`src/rtl/address_router_if.sv`:
```
// LSU-side and peripheral-side signal bundle for address_router; slot index is p*NUM_LSU+l.
interface address_router_if #(
   parameter int unsigned INTERFACE_WIDTH      = 32,
   parameter int unsigned INTERFACE_ADDR_WIDTH = 32,
   parameter int unsigned NUM_PERIPHERALS      = 2,
   parameter int unsigned NUM_LSU              = 1
);
   localparam int unsigned W  = INTERFACE_WIDTH;
   localparam int unsigned AW = INTERFACE_ADDR_WIDTH;
   localparam int unsigned NP = NUM_PERIPHERALS;
   localparam int unsigned NL = NUM_LSU;
   localparam int unsigned BE = W / 8;

   // LSU side
   logic [NL*AW-1:0]    iReadAddress;
   logic [NL*AW-1:0]    iWriteAddress;
   logic [NL*W-1:0]     iWriteData;
   logic [NL*BE-1:0]    iWriteEnable;
   logic [NL-1:0]       iReadRequest;
   logic [NL-1:0]       iWriteRequest;
   logic [NL*W-1:0]     oReadData;
   logic [NL-1:0]       oReadDataValid;
   logic [NL-1:0]       oWriteAccept;
   logic [NL-1:0]       oReadGrantNextCycle;
   logic [NL-1:0]       oWriteGrantNextCycle;
   logic [NL-1:0]       oError;

   // Peripheral side
   logic [NP*NL*AW-1:0] oPReadAddress;
   logic [NP*NL*AW-1:0] oPWriteAddress;
   logic [NP*NL*W-1:0]  oPWriteData;
   logic [NP*NL*BE-1:0] oPWriteEnable;
   logic [NP*NL-1:0]    oPReadRequest;
   logic [NP*NL-1:0]    oPWriteRequest;
   logic [NP*NL*W-1:0]  iPReadData;
   logic [NP*NL-1:0]    iPReadDataValid;
   logic [NP*NL-1:0]    iPWriteAccept;
   logic [NP*NL-1:0]    iPReadGrantNextCycle;
   logic [NP*NL-1:0]    iPWriteGrantNextCycle;

   modport slave (
      input  iReadAddress, iWriteAddress, iWriteData, iWriteEnable, iReadRequest, iWriteRequest,
      output oReadData, oReadDataValid, oWriteAccept, oReadGrantNextCycle, oWriteGrantNextCycle, oError,
      output oPReadAddress, oPWriteAddress, oPWriteData, oPWriteEnable, oPReadRequest, oPWriteRequest,
      input  iPReadData, iPReadDataValid, iPWriteAccept, iPReadGrantNextCycle, iPWriteGrantNextCycle
   );

   modport master (
      output iReadAddress, iWriteAddress, iWriteData, iWriteEnable, iReadRequest, iWriteRequest,
      input  oReadData, oReadDataValid, oWriteAccept, oReadGrantNextCycle, oWriteGrantNextCycle, oError,
      input  oPReadAddress, oPWriteAddress, oPWriteData, oPWriteEnable, oPReadRequest, oPWriteRequest,
      output iPReadData, iPReadDataValid, iPWriteAccept, iPReadGrantNextCycle, iPWriteGrantNextCycle
   );
endinterface

```
`src/rtl/address_router.sv`:
```
// Routes NUM_LSU independent load/store ports onto NUM_PERIPHERALS address ranges,
// returning read data in issue order and flagging accesses to unmapped addresses.
module address_router #(
   parameter int unsigned INTERFACE_WIDTH      = 32,
   parameter int unsigned INTERFACE_ADDR_WIDTH = 32,
   parameter int unsigned NUM_PERIPHERALS      = 2,
   parameter int unsigned NUM_LSU              = 1,
   parameter logic [NUM_PERIPHERALS*INTERFACE_ADDR_WIDTH-1:0] PERIPHERAL_BASE = {32'd512, 32'd0},
   parameter logic [NUM_PERIPHERALS*INTERFACE_ADDR_WIDTH-1:0] PERIPHERAL_SIZE = {32'd512, 32'd512},
   parameter int unsigned OUTSTANDING_DEPTH    = 4
) (
   input logic             iClk,
   input logic             iReset_n,
   address_router_if.slave bus
);
   localparam int unsigned W    = INTERFACE_WIDTH;
   localparam int unsigned AW   = INTERFACE_ADDR_WIDTH;
   localparam int unsigned NP   = NUM_PERIPHERALS;
   localparam int unsigned NL   = NUM_LSU;
   localparam int unsigned BE   = W / 8;
   localparam int unsigned PW   = (NP > 1) ? $clog2(NP) : 1;
   localparam int unsigned PTRW = $clog2(OUTSTANDING_DEPTH);
   localparam int unsigned CW   = PTRW + 1;
   localparam int unsigned EW   = PW + 1;

   // One-hot range match, lowest index wins on overlap; compare is AW+1 bits so base+size cannot wrap.
   function automatic logic [NP-1:0] decode(input logic [AW-1:0] addr);
      logic [NP-1:0] sel;
      logic [AW:0]   lo;
      logic [AW:0]   hi;
      sel = '0;
      for (int p = int'(NP) - 1; p >= 0; p--) begin
         lo = {1'b0, PERIPHERAL_BASE[p*AW +: AW]};
         hi = lo + {1'b0, PERIPHERAL_SIZE[p*AW +: AW]};
         if (({1'b0, addr} >= lo) && ({1'b0, addr} < hi)) sel = NP'(1) << p;
      end
      return sel;
   endfunction

   function automatic logic [PW-1:0] encode(input logic [NP-1:0] sel);
      logic [PW-1:0] idx;
      idx = '0;
      for (int p = 0; p < int'(NP); p++) begin
         if (sel[p]) idx = PW'(p);
      end
      return idx;
   endfunction

   logic [NL-1:0]       rd_gnt_q, rd_gnt_d;
   logic [NL-1:0]       wr_gnt_q, wr_gnt_d;
   logic [CW-1:0]       count_q [NL];
   logic [CW-1:0]       count_d [NL];
   logic [PTRW-1:0]     wptr_q  [NL];
   logic [PTRW-1:0]     wptr_d  [NL];
   logic [PTRW-1:0]     rptr_q  [NL];
   logic [PTRW-1:0]     rptr_d  [NL];
   logic [EW-1:0]       fifo_q  [NL][OUTSTANDING_DEPTH];
   logic [EW-1:0]       fifo_d  [NL][OUTSTANDING_DEPTH];
   logic [NL-1:0]       rvalid_q, rvalid_d;
   logic [NL*W-1:0]     rdata_q, rdata_d;
   logic [NL-1:0]       wacc_q, wacc_d;
   logic [NL-1:0]       err_q, err_d;

   logic [NP*NL*AW-1:0] rd_paddr_c, wr_paddr_c;
   logic [NP*NL*W-1:0]  wr_pdata_c;
   logic [NP*NL*BE-1:0] wr_pbe_c;
   logic [NP*NL-1:0]    rd_preq_c, wr_preq_c;
   logic [NL-1:0]       rd_grant_c, wr_grant_c;

   // Per-LSU decode, request/grant steering, tracking FIFO and response selection.
   always_comb begin : comb_p
      logic [AW-1:0] rd_addr;
      logic [AW-1:0] wr_addr;
      logic [NP-1:0] rd_sel;
      logic [NP-1:0] wr_sel;
      logic          rd_unm, wr_unm, full, rd_gnt, wr_gnt;
      logic          push, pop, rd_err, wr_err, wr_acc;
      logic [EW-1:0] head;
      int unsigned   s;

      rd_paddr_c = '0;
      wr_paddr_c = '0;
      wr_pdata_c = '0;
      wr_pbe_c   = '0;
      rd_preq_c  = '0;
      wr_preq_c  = '0;
      rd_grant_c = '0;
      wr_grant_c = '0;
      rd_gnt_d   = '0;
      wr_gnt_d   = '0;
      count_d    = count_q;
      wptr_d     = wptr_q;
      rptr_d     = rptr_q;
      fifo_d     = fifo_q;
      rvalid_d   = '0;
      rdata_d    = rdata_q;
      wacc_d     = '0;
      err_d      = '0;

      for (int l = 0; l < int'(NL); l++) begin
         rd_addr = bus.iReadAddress[l*AW +: AW];
         wr_addr = bus.iWriteAddress[l*AW +: AW];
         rd_sel  = decode(rd_addr);
         wr_sel  = decode(wr_addr);
         rd_unm  = (rd_sel == '0);
         wr_unm  = (wr_sel == '0);
         full    = (count_q[l] == CW'(OUTSTANDING_DEPTH));
         rd_gnt  = ~full & rd_unm;
         wr_gnt  = wr_unm;
         wr_acc  = 1'b0;
         head    = fifo_q[l][rptr_q[l]];
         pop     = 1'b0;
         rd_err  = 1'b0;

         for (int p = 0; p < int'(NP); p++) begin
            s = 32'(p) * NL + 32'(l);
            if (rd_sel[p]) begin
               rd_paddr_c[s*AW +: AW] = rd_addr - PERIPHERAL_BASE[p*AW +: AW];
               rd_preq_c[s]           = bus.iReadRequest[l] & ~full;
               rd_gnt                 = ~full & bus.iPReadGrantNextCycle[s];
            end
            if (wr_sel[p]) begin
               wr_paddr_c[s*AW +: AW] = wr_addr - PERIPHERAL_BASE[p*AW +: AW];
               wr_pdata_c[s*W +: W]   = bus.iWriteData[l*W +: W];
               wr_pbe_c[s*BE +: BE]   = bus.iWriteEnable[l*BE +: BE];
               wr_preq_c[s]           = bus.iWriteRequest[l];
               wr_gnt                 = bus.iPWriteGrantNextCycle[s];
            end
            wr_acc = wr_acc | bus.iPWriteAccept[s];
            // Only the slot at the head of the in-order queue may complete a read.
            if ((count_q[l] != '0) && !head[EW-1] && (head[PW-1:0] == PW'(p))
                && bus.iPReadDataValid[s]) begin
               pop                  = 1'b1;
               rdata_d[l*W +: W]    = bus.iPReadData[s*W +: W];
            end
         end

         if ((count_q[l] != '0) && head[EW-1]) begin
            pop               = 1'b1;
            rd_err            = 1'b1;
            rdata_d[l*W +: W] = '0;
         end

         rd_grant_c[l] = rd_gnt;
         wr_grant_c[l] = wr_gnt;
         rd_gnt_d[l]   = rd_gnt;
         wr_gnt_d[l]   = wr_gnt;

         // Full also blocks the push so a grant issued one slot early cannot overflow.
         push   = bus.iReadRequest[l] & rd_gnt_q[l] & ~full;
         wr_err = bus.iWriteRequest[l] & wr_gnt_q[l] & wr_unm;

         if (push) begin
            fifo_d[l][wptr_q[l]] = {rd_unm, encode(rd_sel)};
            wptr_d[l]            = wptr_q[l] + PTRW'(1);
         end
         if (pop) rptr_d[l] = rptr_q[l] + PTRW'(1);
         if (push && !pop)      count_d[l] = count_q[l] + CW'(1);
         else if (!push && pop) count_d[l] = count_q[l] - CW'(1);

         rvalid_d[l] = pop;
         wacc_d[l]   = wr_acc | wr_err;
         err_d[l]    = rd_err | wr_err;
      end
   end

   always_ff @(posedge iClk) begin
      if (!iReset_n) begin
         rd_gnt_q <= '0;
         wr_gnt_q <= '0;
         rvalid_q <= '0;
         rdata_q  <= '0;
         wacc_q   <= '0;
         err_q    <= '0;
         for (int l = 0; l < int'(NL); l++) begin
            count_q[l] <= '0;
            wptr_q[l]  <= '0;
            rptr_q[l]  <= '0;
            for (int d = 0; d < int'(OUTSTANDING_DEPTH); d++) fifo_q[l][d] <= '0;
         end
      end else begin
         rd_gnt_q <= rd_gnt_d;
         wr_gnt_q <= wr_gnt_d;
         rvalid_q <= rvalid_d;
         rdata_q  <= rdata_d;
         wacc_q   <= wacc_d;
         err_q    <= err_d;
         count_q  <= count_d;
         wptr_q   <= wptr_d;
         rptr_q   <= rptr_d;
         fifo_q   <= fifo_d;
      end
   end

   assign bus.oReadData            = rdata_q;
   assign bus.oReadDataValid       = rvalid_q;
   assign bus.oWriteAccept         = wacc_q;
   assign bus.oError               = err_q;
   assign bus.oReadGrantNextCycle  = rd_grant_c;
   assign bus.oWriteGrantNextCycle = wr_grant_c;
   assign bus.oPReadAddress        = rd_paddr_c;
   assign bus.oPWriteAddress       = wr_paddr_c;
   assign bus.oPWriteData          = wr_pdata_c;
   assign bus.oPWriteEnable        = wr_pbe_c;
   assign bus.oPReadRequest        = rd_preq_c;
   assign bus.oPWriteRequest       = wr_preq_c;

endmodule

```
`src/flat_wrapper.sv`:
```
// flat-port wrapper written by rule: the top's interface ports become plain ports
module address_router_flat 
#(
   parameter int unsigned INTERFACE_WIDTH      = 32,
   parameter int unsigned INTERFACE_ADDR_WIDTH = 32,
   parameter int unsigned NUM_PERIPHERALS      = 2,
   parameter int unsigned NUM_LSU              = 1,
   parameter logic [NUM_PERIPHERALS*INTERFACE_ADDR_WIDTH-1:0] PERIPHERAL_BASE = {32'd512, 32'd0},
   parameter logic [NUM_PERIPHERALS*INTERFACE_ADDR_WIDTH-1:0] PERIPHERAL_SIZE = {32'd512, 32'd512},
   parameter int unsigned OUTSTANDING_DEPTH    = 4
)
  (iClk, iReset_n, bus_iReadAddress, bus_iWriteAddress, bus_iWriteData, bus_iWriteEnable, bus_iReadRequest, bus_iWriteRequest, bus_oReadData, bus_oReadDataValid, bus_oWriteAccept, bus_oReadGrantNextCycle, bus_oWriteGrantNextCycle, bus_oError, bus_oPReadAddress, bus_oPWriteAddress, bus_oPWriteData, bus_oPWriteEnable, bus_oPReadRequest, bus_oPWriteRequest, bus_iPReadData, bus_iPReadDataValid, bus_iPWriteAccept, bus_iPReadGrantNextCycle, bus_iPWriteGrantNextCycle);
  address_router_if #(.INTERFACE_WIDTH(INTERFACE_WIDTH), .INTERFACE_ADDR_WIDTH(INTERFACE_ADDR_WIDTH), .NUM_PERIPHERALS(NUM_PERIPHERALS), .NUM_LSU(NUM_LSU)) bus_i ();
  input logic iClk;
  input logic iReset_n;
  input wire logic [$bits(bus_i.iReadAddress)-1:0] bus_iReadAddress;
  input wire logic [$bits(bus_i.iWriteAddress)-1:0] bus_iWriteAddress;
  input wire logic [$bits(bus_i.iWriteData)-1:0] bus_iWriteData;
  input wire logic [$bits(bus_i.iWriteEnable)-1:0] bus_iWriteEnable;
  input wire logic [$bits(bus_i.iReadRequest)-1:0] bus_iReadRequest;
  input wire logic [$bits(bus_i.iWriteRequest)-1:0] bus_iWriteRequest;
  output wire logic [$bits(bus_i.oReadData)-1:0] bus_oReadData;
  output wire logic [$bits(bus_i.oReadDataValid)-1:0] bus_oReadDataValid;
  output wire logic [$bits(bus_i.oWriteAccept)-1:0] bus_oWriteAccept;
  output wire logic [$bits(bus_i.oReadGrantNextCycle)-1:0] bus_oReadGrantNextCycle;
  output wire logic [$bits(bus_i.oWriteGrantNextCycle)-1:0] bus_oWriteGrantNextCycle;
  output wire logic [$bits(bus_i.oError)-1:0] bus_oError;
  output wire logic [$bits(bus_i.oPReadAddress)-1:0] bus_oPReadAddress;
  output wire logic [$bits(bus_i.oPWriteAddress)-1:0] bus_oPWriteAddress;
  output wire logic [$bits(bus_i.oPWriteData)-1:0] bus_oPWriteData;
  output wire logic [$bits(bus_i.oPWriteEnable)-1:0] bus_oPWriteEnable;
  output wire logic [$bits(bus_i.oPReadRequest)-1:0] bus_oPReadRequest;
  output wire logic [$bits(bus_i.oPWriteRequest)-1:0] bus_oPWriteRequest;
  input wire logic [$bits(bus_i.iPReadData)-1:0] bus_iPReadData;
  input wire logic [$bits(bus_i.iPReadDataValid)-1:0] bus_iPReadDataValid;
  input wire logic [$bits(bus_i.iPWriteAccept)-1:0] bus_iPWriteAccept;
  input wire logic [$bits(bus_i.iPReadGrantNextCycle)-1:0] bus_iPReadGrantNextCycle;
  input wire logic [$bits(bus_i.iPWriteGrantNextCycle)-1:0] bus_iPWriteGrantNextCycle;
  assign bus_i.iReadAddress = bus_iReadAddress;
  assign bus_i.iWriteAddress = bus_iWriteAddress;
  assign bus_i.iWriteData = bus_iWriteData;
  assign bus_i.iWriteEnable = bus_iWriteEnable;
  assign bus_i.iReadRequest = bus_iReadRequest;
  assign bus_i.iWriteRequest = bus_iWriteRequest;
  assign bus_oReadData = bus_i.oReadData;
  assign bus_oReadDataValid = bus_i.oReadDataValid;
  assign bus_oWriteAccept = bus_i.oWriteAccept;
  assign bus_oReadGrantNextCycle = bus_i.oReadGrantNextCycle;
  assign bus_oWriteGrantNextCycle = bus_i.oWriteGrantNextCycle;
  assign bus_oError = bus_i.oError;
  assign bus_oPReadAddress = bus_i.oPReadAddress;
  assign bus_oPWriteAddress = bus_i.oPWriteAddress;
  assign bus_oPWriteData = bus_i.oPWriteData;
  assign bus_oPWriteEnable = bus_i.oPWriteEnable;
  assign bus_oPReadRequest = bus_i.oPReadRequest;
  assign bus_oPWriteRequest = bus_i.oPWriteRequest;
  assign bus_i.iPReadData = bus_iPReadData;
  assign bus_i.iPReadDataValid = bus_iPReadDataValid;
  assign bus_i.iPWriteAccept = bus_iPWriteAccept;
  assign bus_i.iPReadGrantNextCycle = bus_iPReadGrantNextCycle;
  assign bus_i.iPWriteGrantNextCycle = bus_iPWriteGrantNextCycle;
  address_router #(.INTERFACE_WIDTH(INTERFACE_WIDTH), .INTERFACE_ADDR_WIDTH(INTERFACE_ADDR_WIDTH), .NUM_PERIPHERALS(NUM_PERIPHERALS), .NUM_LSU(NUM_LSU), .PERIPHERAL_BASE(PERIPHERAL_BASE), .PERIPHERAL_SIZE(PERIPHERAL_SIZE), .OUTSTANDING_DEPTH(OUTSTANDING_DEPTH)) u_core (.iClk(iClk), .iReset_n(iReset_n), .bus(bus_i));
endmodule
```
`config.mk`:
```
export PLATFORM = sky130hd
export DESIGN_NAME = address_router_flat
export DESIGN_NICKNAME = d
export VERILOG_FILES = /design/src/rtl/address_router_if.sv /design/src/rtl/address_router.sv /design/src/flat_wrapper.sv
export SDC_FILE = /design/constraint.sdc
export NUM_CORES = 1
export LEC_CHECK = 0
export CORE_AREA = 3 3 160 162
export DETAILED_ROUTE_END_ITERATION = 6
export DIE_AREA = 0 0 163 165
export PLACE_DENSITY_LB_ADDON = 0.25
export SLEW_MARGIN = 10
export SYNTH_ARGS = -nofsm -noshare
export SYNTH_HDL_FRONTEND = slang
export SYNTH_SLANG_ARGS = --single-unit
export TNS_END_PERCENT = 5
```
`constraint.sdc`:
```
create_clock -name iClk -period 5.17 [get_ports iClk]
set_input_delay 1.551 -clock iClk [delete_from_list [all_inputs] [get_ports iClk]]
set_output_delay 1.551 -clock iClk [all_outputs]
set_load 0.1 [all_outputs]
```
== Yosys cells after proc, flatten, opt, wreduce, memory -nomap -nowiden ==
Index checks and enable logic that the tools add are counted.

* Add/sub/neg operators: 6
* Reductions and logical operators: 20
* Eq/ne operators: 1
* Bitwise logic cells: 16
* Order comparisons: 9
* Muxes and demuxes: 36

{| class="wikitable"
|+ Operator list
! operator !! number
|-
| $mux W32 || 8
|-
| $ge A32 B10 Y1 const B || 2
|-
| $lt A32 B10 Y1 const B || 2
|-
| $lt A32 B11 Y1 const B || 2
|-
| $sub A32 B10 Y32 const B || 2
|-
| $mux W1 || 14
|-
| $mux W2 || 7
|-
| $logic_and A1 B1 Y1 || 11
|-
| $and A1 B1 Y1 || 8
|-
| $bwmux W8 || 1
|-
| $mux W4 || 2
|-
| $ge A3 B3 Y1 const B || 2
|-
| $mux W3 || 2
|-
| $not A2 Y3 || 2
|-
| $add A2 B1 Y2 const B || 2
|-
| $bmux W2 S2 || 1
|-
| $demux W2 S2 || 1
|-
| $logic_not A2 Y1 || 2
|-
| $reduce_bool A2 Y1 || 2
|-
| $add A3 B1 Y3 const B || 1
|-
| $eq A3 B3 Y1 const B || 1
|-
| $logic_not A1 Y1 || 3
|-
| $lt A3 B1 Y1 const B || 1
|-
| $not A1 Y1 || 3
|-
| 4 further kinds || 6
|}

* Bits of input ports: 176
* Output and inout bits: 241
* Logic and storage cells: 101
* Bits in registers: 52

== Depth between registers and ports, before layout ==
Gate-level depths: netlist (run 1).

* Depth in word-level cells: 14
* Gate-level depth with buffers: 10
* Depth with buffers taken out: 9

== Worst setup path before layout (run 1) ==
No wires, ideal clock.

* Path kind: input port to output port
* Start point: input port bus_iReadAddress[16]
* End point: output port bus_oPReadRequest[0]
* Data required time: 3.619 ns
* Path slack: -1.464 ns
* Path buffers: 2
* Stages on the path: 6
* Arrival: 5.083 ns
* Cell sequence: or4_1 nor4_1 and3b_1 buf_2 clkbuf_2 nor3b_1

* Word-level cells in the longest chain between the ends: 3

{| class="wikitable"
|+ Ends and longest elaborated chain
! what !! RTL line !! RTL
|-
| start: declaration || flat_wrapper.sv:16 || <nowiki>input wire logic [$bits(bus_i.iReadAddress)-1:0] bus_iReadAddress;</nowiki>
|-
| $lt A32 B10 Y1 || address_router.sv:35 || <nowiki>if (({1'b0, addr} >= lo) && ({1'b0, addr} < hi)) sel = NP'(1) << p;</nowiki>
|-
| $mux W2 || address_router.sv:35 ||
|-
| $mux W1 || address_router.sv:117 || <nowiki>if (rd_sel[p]) begin</nowiki>
|-
| end: declaration || flat_wrapper.sv:32 || <nowiki>output wire logic [$bits(bus_i.oPReadRequest)-1:0] bus_oPReadRequest;</nowiki>
|}

Every way passes these cells.

== Worst setup path after layout (run 1) ==
* Start point: input port bus_iReadAddress[15]
* End point: output port bus_oPReadAddress[0]

* Word-level cells in the longest chain between the ends: 3

{| class="wikitable"
|+ Ends and longest elaborated chain
! what !! RTL line !! RTL
|-
| $lt A32 B10 Y1 || address_router.sv:35 ||
|-
| $mux W2 || address_router.sv:35 ||
|-
| $mux W32 || address_router.sv:117 ||
|-
| end: declaration || flat_wrapper.sv:28 || <nowiki>output wire logic [$bits(bus_i.oPReadAddress)-1:0] bus_oPReadAddress;</nowiki>
|}

Every way passes these cells.

==> impl_metrics.tcl, run 1 <==
set metrics [dict create \
    status "complete, no violations" \
    cp.arrival_ns 3.61 \
    clk_pin_slew_worst_paths_ns 0.07 \
    fmax_mhz 193.7 \
    pin_count 417 \
    wire_per_inst_um 17.38 \
    cts_max_level 2 \
    start_util 0.1748 \
    grt_use_total 0.1363 \
    drt-total-wl_mm 20.36 \
    fp.dieW_um 163 \
    p_leak_nw 4.403 \
    synthFlopType "dfxtp_1" \
    slew_violations 0 \
    synth-async-reset-ratio 0 \
    synthTopCellsByCount "105 x and3_1, 71 x buf_4, 57 x nor2_1" \
    vias_per_cell 4.061 \
    drt_first_pass_iters 4 \
    powerDensity_nw_per_um2 281.2 \
    yosys.cell_types.count 45 \
    syn_to_final_growth_pct 131.3 \
    cts_made_buffers 5 \
    syn_area_per_cell_um2 8.312 \
    gp_congestion 0.8235 \
    ys_ff_latch 52 \
    synth-warning-count 0 \
    grt_pass1_vias 4454 \
    finalClockSkew_ns 0.007174 \
    maxCapViolCount 0 \
    path_max_fanout 6 \
    hold_slack_ns 0.5133 \
    start_kind "primary input" \
    nets 1030 \
    drtAntennaViolNets 0 \
    tightest_slew_ns 1.060 \
    cts_root_buf "clkbuf_16" \
    yosysMostFrequentCell "and3_1" \
    num_vias 4760 \
    finalCritPeriodShare 0.9984 \
    cts_hold_buf 0 \
    clkLatencyLatePin_ns 0.29 \
    peakVddDrop_mv 0.2852 \
    synth_cells 510 \
    setup_viol_count_final 0 \
    critPathKind "primary input to output port" \
    grt_max_degree 63 \
    rsz0062_at_grt "yes" \
    cp_data_required_time_ns 3.62 \
    cts.path.max_buffers 2 \
    grt_pass1_wl_mm 28.05 \
    numPortBuffers 348 \
    cp-end-kind "output port" \
    yosysTopAreaCell "dfxtp_1" \
    synth_area_um2 4239 \
    cts_tree "yes" \
    yosys.area.top_type_share 0.2456 \
    first_iter_violations 211 \
    synth_edf_count 0 \
    period_minus_slack_ns 5.162 \
    drive_gt1_frac 0.3011 \
    slew-limit-headroom 0.2913 \
    synthTopCellsByArea "dfxtp_1 25%, and3_1 15%, buf_4 13%" \
    placedCellCount 1155 \
    fp.dieH_um 165 \
    finalHoldViolCount 0 \
    drc_errors 0 \
    die_area_um2 26900 \
    grt-ovfl-total 0 \
    cts_sinks 52 \
    dpl.hpwl_mm 16.64 \
    rows 57 \
    stdcell_count 1172 \
    min_path_type "flop to flop" \
    coreArea_um2 24250 \
    grt_antenna_before_repair 2 \
    ys_seq_area_frac 0.2456 \
]
[worst max-delay path, cell delays in order]
cell	delay [ns]
clkdlybuf4s50_1	0.41
or4_4	0.54
nor4_2	0.14
buf_4	0.15
and3b_2	0.24
buf_2	0.18
and3_1	0.22
buf_12	0.18
[routing by layer]
metal | wire length [um] | track usage | part of all wire
met4 | 240 | 0.02576 | 0.012
met5 | 13 | 0 | 0.00064
met3 | 1395 | 0.03612 | 0.069
met1 | 7455 | 0.1540 | 0.37
met2 | 11260 | 0.2581 | 0.55
[flip-flops by register name (all words and copies together), names as in the netlist]
register / count
u_core.bus.oError: 1
u_core.bus.oWriteAccept: 1
u_core.rptr_q: 2
u_core.wr_gnt_q: 1
u_core.bus.oReadDataValid: 1
u_core.bus.oReadData: 32
u_core.count_q: 3
u_core.fifo_q: 8
u_core.wptr_q: 2
u_core.rd_gnt_q: 1
[kinds of logic (layout without fill, tap and decap cells)]
kind of cell	Yosys count	in the layout	share of synthesized area
AOI/OAI and AO/OA	74	74	0.1697
DFF	52	52	0.2456
buffers and inverters	126	395	0.1857
adders and majority gates	8	8	0.02538
xor gates and xnor gates	5	5	0.01033
and+or+nand+nor	207	208	0.2721
muxes	37	37	0.09032
other	1	69	0.0008846
[power by group]
part           switching, mW  total, mW  leakage, nW  internal (mW)
combinational           1.29       1.77         3.89          0.479
sequential            0.0713      0.586        0.426          0.515
clock                  0.161      0.404       0.0871          0.243
total                   1.52       2.76         4.40           1.24
[metrics by stage]
stage | util | setup TNS [ns] | setup WS [ns] | area (um^2) | total power [mW]
final | 0.4043 | 0 | 0.008490 | 9804 | 2.757
after global routing | 0.4043 | -0.2376 | -0.03151 | 9804 | 2.902
after CTS | 0.3917 | -0.04872 | -0.01112 | 9498 | 2.786
after detailed placement | 0.3824 | -5.492 | -0.1695 | 9273 | 2.365
after global placement | 0.3824 | -3.183 | -0.1271 | 9273 | 2.348
after floorplan | - | -4.869 | -0.2527 | 4546 | 2.002
[cell usage in the layout, fill, tap and decap left out, drive strengths merged, types with 4 or more instances in the layout]
cell and n:
o21a 4, dlymetal6s2s 4, nor2 57, nand2 6, dfxtp 52, xor2 4, a21oi 9, inv 11
nor4 5, clkdlybuf4s50 205, o211a 11, clkbuf 8, a21boi 4, and2 11, or4 6, a211oi 30
and3 105, buf 165, a311oi 4, conb 68, ha 7, mux2i 36
[what timing repair did]
item                       in CTS  in global routing
gates cloned                    0                  4
gates resized for setup         9                 48
buffers inserted                1                  3
pin swaps                       3                  7
setup endpoints to repair     124                128
[area by class of cell]
cell class,instances,area [um^2]
fill,2351,14440
timing repair buffer,376,5180
multi-input combinational,400,2957
sequential,52,1041
tap,324,405.4
clock buffer,6,138.9
inverter,11,41.29
clock inverter,2,38.79
antenna,1,2.502
[worst paths after layout]
kind / slack [ns] / to / start / cells past startpoint
min reg2reg: 0.51 / u_core.bus.oWriteAccept$_SDFF_PN0_ / u_core.wr_gnt_q$_SDFF_PN0_ / 2
min: 0.51 / u_core.bus.oWriteAccept$_SDFF_PN0_ / u_core.wr_gnt_q$_SDFF_PN0_ / 2
max: 0.008 / bus_oPReadAddress[0] / bus_iReadAddress[15] / 8
max reg2reg: 2.21 / u_core.count_q[2]$_SDFFE_PN0P_ / u_core.rptr_q[0]$_SDFFE_PN0P_ / 9
Power figures use the tool's default switching activity.
==> run 2: changes to the inputs <==
--- a/config.mk
+++ b/config.mk
@@ -6,6 +6,7 @@
 export NUM_CORES = 1
 export LEC_CHECK = 0
 export CORE_AREA = 3 3 160 162
+export CTS_CLUSTER_DIAMETER = 60
 export DETAILED_ROUTE_END_ITERATION = 6
 export DIE_AREA = 0 0 163 165
 export PLACE_DENSITY_LB_ADDON = 0.25
==> results of run 2 <==
Same layout as run 1: the final DEF is identical, and so are final timing and power.
==> run 3: changes to the inputs <==
--- a/config.mk
+++ b/config.mk
@@ -10,7 +10,7 @@
 export DETAILED_ROUTE_END_ITERATION = 6
 export DIE_AREA = 0 0 163 165
 export PLACE_DENSITY_LB_ADDON = 0.25
-export SLEW_MARGIN = 10
+export SLEW_MARGIN = 5
 export SYNTH_ARGS = -nofsm -noshare
 export SYNTH_HDL_FRONTEND = slang
 export SYNTH_SLANG_ARGS = --single-unit
==> results of run 3 <==
Same layout as run 1: the final DEF is identical, and so are final timing and power.
